## src/rtl/wb_write_arbiter_pkg.sv

```systemverilog
// Shared widths and types for the register-file write arbiter.
// The defaults below apply when settings.h has not already defined the widths.
`ifndef WORD_WIDTH
`define WORD_WIDTH 32
`endif
`ifndef REG_FILE_DEPTH
`define REG_FILE_DEPTH 4
`endif
`ifndef REG_FILE_SIZE
`define REG_FILE_SIZE 16
`endif
`ifndef WB_FIFO_DEPTH
`define WB_FIFO_DEPTH 2
`endif

package wb_write_arbiter_pkg;

  localparam int WORD_WIDTH = `WORD_WIDTH;
  localparam int DEST_WIDTH = `REG_FILE_DEPTH;
  localparam int NUM_REGS   = `REG_FILE_SIZE;
  localparam int FIFO_DEPTH = `WB_FIFO_DEPTH;

  // Which source drives the write port in the current cycle.
  typedef enum logic [1:0] {
    SEL_IDLE = 2'd0,
    SEL_PIPE = 2'd1,
    SEL_FIFO = 2'd2
  } wb_sel_e;

  // Occupancy counter width: must represent 0..depth inclusive.
  function automatic int count_width(input int depth);
    return $clog2(depth) + 1;
  endfunction

endpackage

```

## src/rtl/wb_write_arbiter_fifo.sv

```systemverilog
// Synchronous FIFO for multi-cycle writeback results ({dest,result} payload).
// Power-of-two depth, so pointers wrap naturally; head is the oldest entry.
module wb_fifo
  import wb_write_arbiter_pkg::*;
#(
  parameter int WIDTH = 36,
  parameter int DEPTH = 2,
  localparam int PTR_W = $clog2(DEPTH),
  localparam int CNT_W = count_width(DEPTH)
) (
  input  logic             clk,
  input  logic             rst,
  input  logic             push,
  input  logic [WIDTH-1:0] push_data,
  input  logic             pop,
  output logic [WIDTH-1:0] head,
  output logic [CNT_W-1:0] count
);

  logic [WIDTH-1:0] mem [DEPTH];
  logic [PTR_W-1:0] wr_ptr;
  logic [PTR_W-1:0] rd_ptr;
  logic             do_push;
  logic             do_pop;

  // Overflow/underflow requests are ignored rather than corrupting state.
  assign do_push = push && (count != CNT_W'(DEPTH));
  assign do_pop  = pop && (count != '0);
  assign head    = mem[rd_ptr];

  always_ff @(posedge clk) begin
    if (do_push) begin
      mem[wr_ptr] <= push_data;
    end
  end

  always_ff @(posedge clk or posedge rst) begin
    if (rst) begin
      wr_ptr <= '0;
      rd_ptr <= '0;
      count  <= '0;
    end else begin
      if (do_push) begin
        wr_ptr <= wr_ptr + PTR_W'(1);
      end
      if (do_pop) begin
        rd_ptr <= rd_ptr + PTR_W'(1);
      end
      case ({do_push, do_pop})
        2'b10:   count <= count + CNT_W'(1);
        2'b01:   count <= count - CNT_W'(1);
        default: count <= count;
      endcase
    end
  end

endmodule

```

## src/rtl/wb_write_arbiter.sv

```systemverilog
// Register-file write-port master: merges the never-stalling pipeline WB stage
// with buffered multi-cycle results, and tracks per-register pending writes.
module wb_write_arbiter
  import wb_write_arbiter_pkg::*;
#(
  parameter int WORD_WIDTH = wb_write_arbiter_pkg::WORD_WIDTH,
  parameter int DEST_WIDTH = wb_write_arbiter_pkg::DEST_WIDTH,
  parameter int NUM_REGS   = wb_write_arbiter_pkg::NUM_REGS,
  parameter int FIFO_DEPTH = wb_write_arbiter_pkg::FIFO_DEPTH
) (
  input  logic                  clk,
  input  logic                  rst,
  input  logic                  pipe_wb_en,
  input  logic [DEST_WIDTH-1:0] pipe_wb_dest,
  input  logic [WORD_WIDTH-1:0] pipe_wb_result,
  input  logic                  mc_issue,
  input  logic [DEST_WIDTH-1:0] mc_issue_dest,
  input  logic                  mc_valid,
  output logic                  mc_ready,
  input  logic [DEST_WIDTH-1:0] mc_dest,
  input  logic [WORD_WIDTH-1:0] mc_result,
  output logic                  WB_en,
  output logic [DEST_WIDTH-1:0] WB_dest,
  output logic [WORD_WIDTH-1:0] WB_result,
  output logic [NUM_REGS-1:0]   pending,
  output logic                  sb_err
);

  localparam int CNT_W   = count_width(FIFO_DEPTH);
  localparam int ENTRY_W = DEST_WIDTH + WORD_WIDTH;

  logic [CNT_W-1:0]      fifo_count;
  logic [ENTRY_W-1:0]    fifo_head;
  logic [DEST_WIDTH-1:0] head_dest;
  logic [WORD_WIDTH-1:0] head_result;
  logic                  fifo_push;
  logic                  fifo_pop;
  wb_sel_e               wb_sel;
  logic [NUM_REGS-1:0]   pending_next;
  logic                  sb_err_next;

  // Handshake: a result transfers on mc_valid && mc_ready. mc_ready depends only
  // on the registered FIFO count, so it stays low while full even if the FIFO
  // drains in the same cycle, and mc_valid never feeds back into it.
  assign mc_ready  = (fifo_count != CNT_W'(FIFO_DEPTH));
  assign fifo_push = mc_valid && mc_ready;

  assign head_dest   = fifo_head[ENTRY_W-1:WORD_WIDTH];
  assign head_result = fifo_head[WORD_WIDTH-1:0];

  wb_fifo #(
    .WIDTH (ENTRY_W),
    .DEPTH (FIFO_DEPTH)
  ) u_fifo (
    .clk       (clk),
    .rst       (rst),
    .push      (fifo_push),
    .push_data ({mc_dest, mc_result}),
    .pop       (fifo_pop),
    .head      (fifo_head),
    .count     (fifo_count)
  );

  always_comb begin
    wb_sel = SEL_IDLE;
    if (pipe_wb_en) begin
      wb_sel = SEL_PIPE;
    end else if (fifo_count != '0) begin
      wb_sel = SEL_FIFO;
    end
  end

  assign fifo_pop = (wb_sel == SEL_FIFO);

  // A retiring multi-cycle write clears its bit; a same-cycle issue re-sets it.
  always_comb begin
    pending_next = pending;
    if (fifo_pop) begin
      pending_next[head_dest] = 1'b0;
    end
    if (mc_issue) begin
      pending_next[mc_issue_dest] = 1'b1;
    end
  end

  assign sb_err_next = (mc_issue && pending[mc_issue_dest])
                    || (fifo_push && !pending[mc_dest])
                    || (pipe_wb_en && pending[pipe_wb_dest]);

  always_ff @(posedge clk or posedge rst) begin
    if (rst) begin
      WB_en     <= 1'b0;
      WB_dest   <= '0;
      WB_result <= '0;
      pending   <= '0;
      sb_err    <= 1'b0;
    end else begin
      pending <= pending_next;
      sb_err  <= sb_err_next;
      case (wb_sel)
        SEL_PIPE: begin
          WB_en     <= 1'b1;
          WB_dest   <= pipe_wb_dest;
          WB_result <= pipe_wb_result;
        end
        SEL_FIFO: begin
          WB_en     <= 1'b1;
          WB_dest   <= head_dest;
          WB_result <= head_result;
        end
        default: begin
          WB_en <= 1'b0;
        end
      endcase
    end
  end

endmodule

```

## config.mk

```make
export PLATFORM = sky130hd
export DESIGN_NAME = wb_write_arbiter
export DESIGN_NICKNAME = d
export VERILOG_FILES = /design/src/rtl/wb_write_arbiter_pkg.sv /design/src/rtl/wb_write_arbiter_fifo.sv /design/src/rtl/wb_write_arbiter.sv
export SDC_FILE = /design/constraint.sdc
export NUM_CORES = 1
export LEC_CHECK = 0
export ABC_AREA = 1
export CAP_MARGIN = 30
export CORE_MARGIN = 10
export CORE_UTILIZATION = 35
export DETAILED_ROUTE_END_ITERATION = 16
export PLACE_DENSITY = 0.67
export REMOVE_ABC_BUFFERS = 1
export SLEW_MARGIN = 20
export SYNTH_ARGS = -nofsm -noshare
export SYNTH_HDL_FRONTEND = slang
export SYNTH_HIERARCHICAL = 1
export SYNTH_SLANG_ARGS = --single-unit
```

## constraint.sdc

```tcl
create_clock -name clk -period 3.1 [get_ports clk]
set_input_delay 0.62 -clock clk [delete_from_list [all_inputs] [get_ports clk]]
set_output_delay 0.62 -clock clk [all_outputs]
set_load 0.01 [all_outputs]
```

==> metrics.md <==
| Metric | Value |
|---|---|
| Outcome | `complete, no violations` |
| Post-synthesis sequential area ratio | `62.0%` |
| Gates resized, CTS repair | `0` |
| First DRT Iteration DRCs | `326` |
| Mux contribution to synthesized area | `0%` |
| Largest net degree at the start of global routing | `38` |
| Synthesis-stage register bit count | `130` |
| Share of layout cells above drive strength 1 | `7.22%` |
| Minimum clock period | `2190 ps` |
| Critical Path Start Type | `input port` |
| Input/output buffers | `135` |
| Layout area overhead | `37.2%` |
| Die H | `149 um` |
| Power Density | `912 nW/um2` |
| Fin cells | `1009` |
| Leak pwr | `3.48 nW` |
| Die area | `22200 um2` |
| Placed Cells | `976` |
| Pre-CTS WS | `508 ps` |
| Asr flop ratio synth | `44.6%` |
| EDFF count, synth | `72` |
| Critical path class | `input port to flop` |
| Final Setup Violations | `0` |
| Final hold vios | `0` |
| Worst r2r dst | `u_fifo/mem[1][2]` |
| Avg Cell Area, Syn | `9.15 um2` |
| Via density | `4.66` |
| TritonCTS buffer count | `17` |
| Yosys warning count | `6` |
| Combinational family with the most area after synthesis | `simple AND/OR/NAND/NOR gates` |
| Xor/xnor share of the synthesized area | `0.150%` |
| Row Count | `47` |
| Netlist cell types | `30` |
| VDD IR-drop max | `0.383 mV` |
| Max-Cap Viols | `0` |
| R2r setup slk | `1090 ps` |
| Slew HR | `56.6%` |
| Setup ws final | `914 ps` |
| First-pass GRT wire length | `24.4 mm` |
| Syn Std Cell Area | `5830 um2` |
| RSZ-0062 raised after global routing | `false` |
| Clock transition at path regs | `60 ps` |
| Die X | `149 um` |
| Total GRT Usage | `14.2%` |
| Setup TNS | `0 ps` |
| Worst endpoint required time | `3210 ps` |
| N_diodes | `0` |
| Core region area | `16500 um2` |
| CTS root buf | `clkbuf_16` |
| Antenna violation net count after detailed routing | `0` |
| Htree depth | `4` |
| Achievable frequency | `457 MHz` |
| WL/cell | `15.7 um` |
| Dpl cell area | `7360 um2` |
| CTS tree | `built` |
| Worst-margin pin slew | `649 ps` |
| Tot Pwr | `7.30 mW` |
| Synth Area in Compound Gates | `4.01%` |
| Initial Util | `35.4%` |
| Max-slew violations | `0` |
| Clk sinks | `130` |
| Fillers | `1559` |
| Post-synthesis adder-cell area fraction | `0.215%` |
| Total Wirelength | `15.8 mm` |
| Post-synthesis simple-gate area fraction | `26.9%` |
| R2R cell count | `5` |
| First-pass DRT Iterations | `5` |
| # IOs | `136` |
| GRT Residual Overflow | `0` |
| Routability cong. | `0.880` |
| CP Capture Type | `flop` |
| CP Launch Point | `mc_valid` |
| Clock Skews | `9.95 ps` |
| Critical Path AT | `2290 ps` |
| DR vias | `4700` |
| Detail Placement HPWL | `11.5 mm` |
| Worst skew pair latency | `410 ps` |
| Reg2Reg Launch Point | `u_fifo/count[0]` |
| Vias in the first global route | `4490` |
| Final net count | `858` |
| Detailed-route DRC error count | `0` |
| Syn Inst Count | `637` |
| Post-CTS Setup Inserts | `0` |
| Fin crit share | `70.5%` |
| Hold crit path type | `input port to async pin` |
| CP endpoint | `u_fifo/mem[1][2]` |
| Main synth FF type | `edfxtp_1` |
| Finished Cell Area | `8000 um2` |
| Crit path max fanout | `24` |
| Initial antenna violation count | `0` |
| CTS Hold Bufs | `0` |
| Clk buf depth | `2` |
-- Yosys cell counts (5+ instances only) --
cell type | n | share of area [%]
buf_4 | 6 | 0.77
inv_2 | 6 | 0.39
inv_1 | 48 | 3.1
nand2_1 | 302 | 19
nand3_1 | 65 | 5.6
o21ai_0 | 21 | 1.8
nor2_1 | 10 | 0.64
dfrtp_1 | 58 | 25
edfxtp_1 | 72 | 37
buf_2 | 5 | 0.43
o21ai_1 | 7 | 0.60
buf_6 | 8 | 1.5
-- logic make-up after synthesis --
family / count (synthesis)
fa+ha+maj: 1
xor+xnor: 1
flops: 130
compound gates: 40
buf+inv: 78
simple gates: 387
-- layout make-up --
class                      instances  area, um2  area share (%)
clock buffer                      19        453            5.66
clock inverter                    13        158            1.97
inverter                          55        209            2.61
multi-input combinational        429       1830            22.9
sequential                       130       3610            45.2
tap                              220        275            3.44
timing repair buffer             143       1460            18.3
-- worst min path at each step --
stage | start | slack, ps | to | depth (start not counted)
4_1_cts | rst | 470 | u_fifo/rd_ptr | 2
2_1_floorplan | rst | 390 | u_fifo/count[0] | 1
3_5_place_dp | u_fifo/wr_ptr | 470 | u_fifo/wr_ptr | 2
6_report | rst | 480 | u_fifo/rd_ptr | 2
5_1_grt | rst | 490 | u_fifo/count[1] | 2
3_3_place_gp | u_fifo/wr_ptr | 460 | u_fifo/wr_ptr | 2
-- worst max-delay path, stage by stage --
cell	delay, ps
clkdlybuf4s50_1	450
a21boi_0	360
nand2_1	210
nor2_4	390
buf_12	250
-- power by group --
part / internal [mW] / total (mW) / switching, mW
Sequential: 2.41 / 2.70 / 0.291
Clock: 1.30 / 2.04 / 0.739
Combinational: 1.08 / 2.55 / 1.47
Total: 4.80 / 7.30 / 2.50
-- flip-flops by register name (all words and copies together) (netlist names) --
register       count
u_fifo/mem        72
WB_result         32
pending           16
WB_dest            4
u_fifo/count       2
WB_en              1
sb_err             1
u_fifo/rd_ptr      1
u_fifo/wr_ptr      1
-- routing by layer --
layer,track usage (%),wire (um),up-vias
li1,-,-,2344
met1,17.1,6480,2182
met2,23.5,7990,154
met3,4.16,1130,20
met4,5.15,218,0
met5,0,0,-
-- stage by stage --
stage / hold slack [ps] / utilization, %
2_1_floorplan: 386 / -
3_3_place_gp: 465 / 44.7
3_5_place_dp: 467 / 44.7
4_1_cts: 471 / 48.4
5_1_grt: 492 / 48.6
6_report: 481 / 48.6
-- cells in the final DEF, fill, tap and decap left out --
master / instances
nand2_1: 302
clkdlybuf4s50_1: 134
edfxtp_1: 72
nand3_1: 65
dfrtp_1: 58
inv_1: 46
o21ai_0: 21
clkbuf_16: 17
nor2_1: 9
inv_2: 8
o21ai_1: 7
clkinvlp_4: 4
clkinv_2: 4
buf_4: 4
nor2_2: 3
nor3_1: 3
o22ai_1: 3
bufinv_16: 3
buf_12: 3
nor2_4: 2
o31ai_1: 2
o211ai_1: 2
a221o_1: 2
clkbuf_8: 2
inv_4: 1
nand2_4: 1
a21boi_0: 1
o21ai_2: 1
nand3b_1: 1
o221ai_1: 1
inv_6: 1
clkinv_4: 1
buf_2: 1
buf_16: 1
nand4_1: 1
xnor2_1: 1
ha_1: 1
Power figures use the tool's default switching activity.
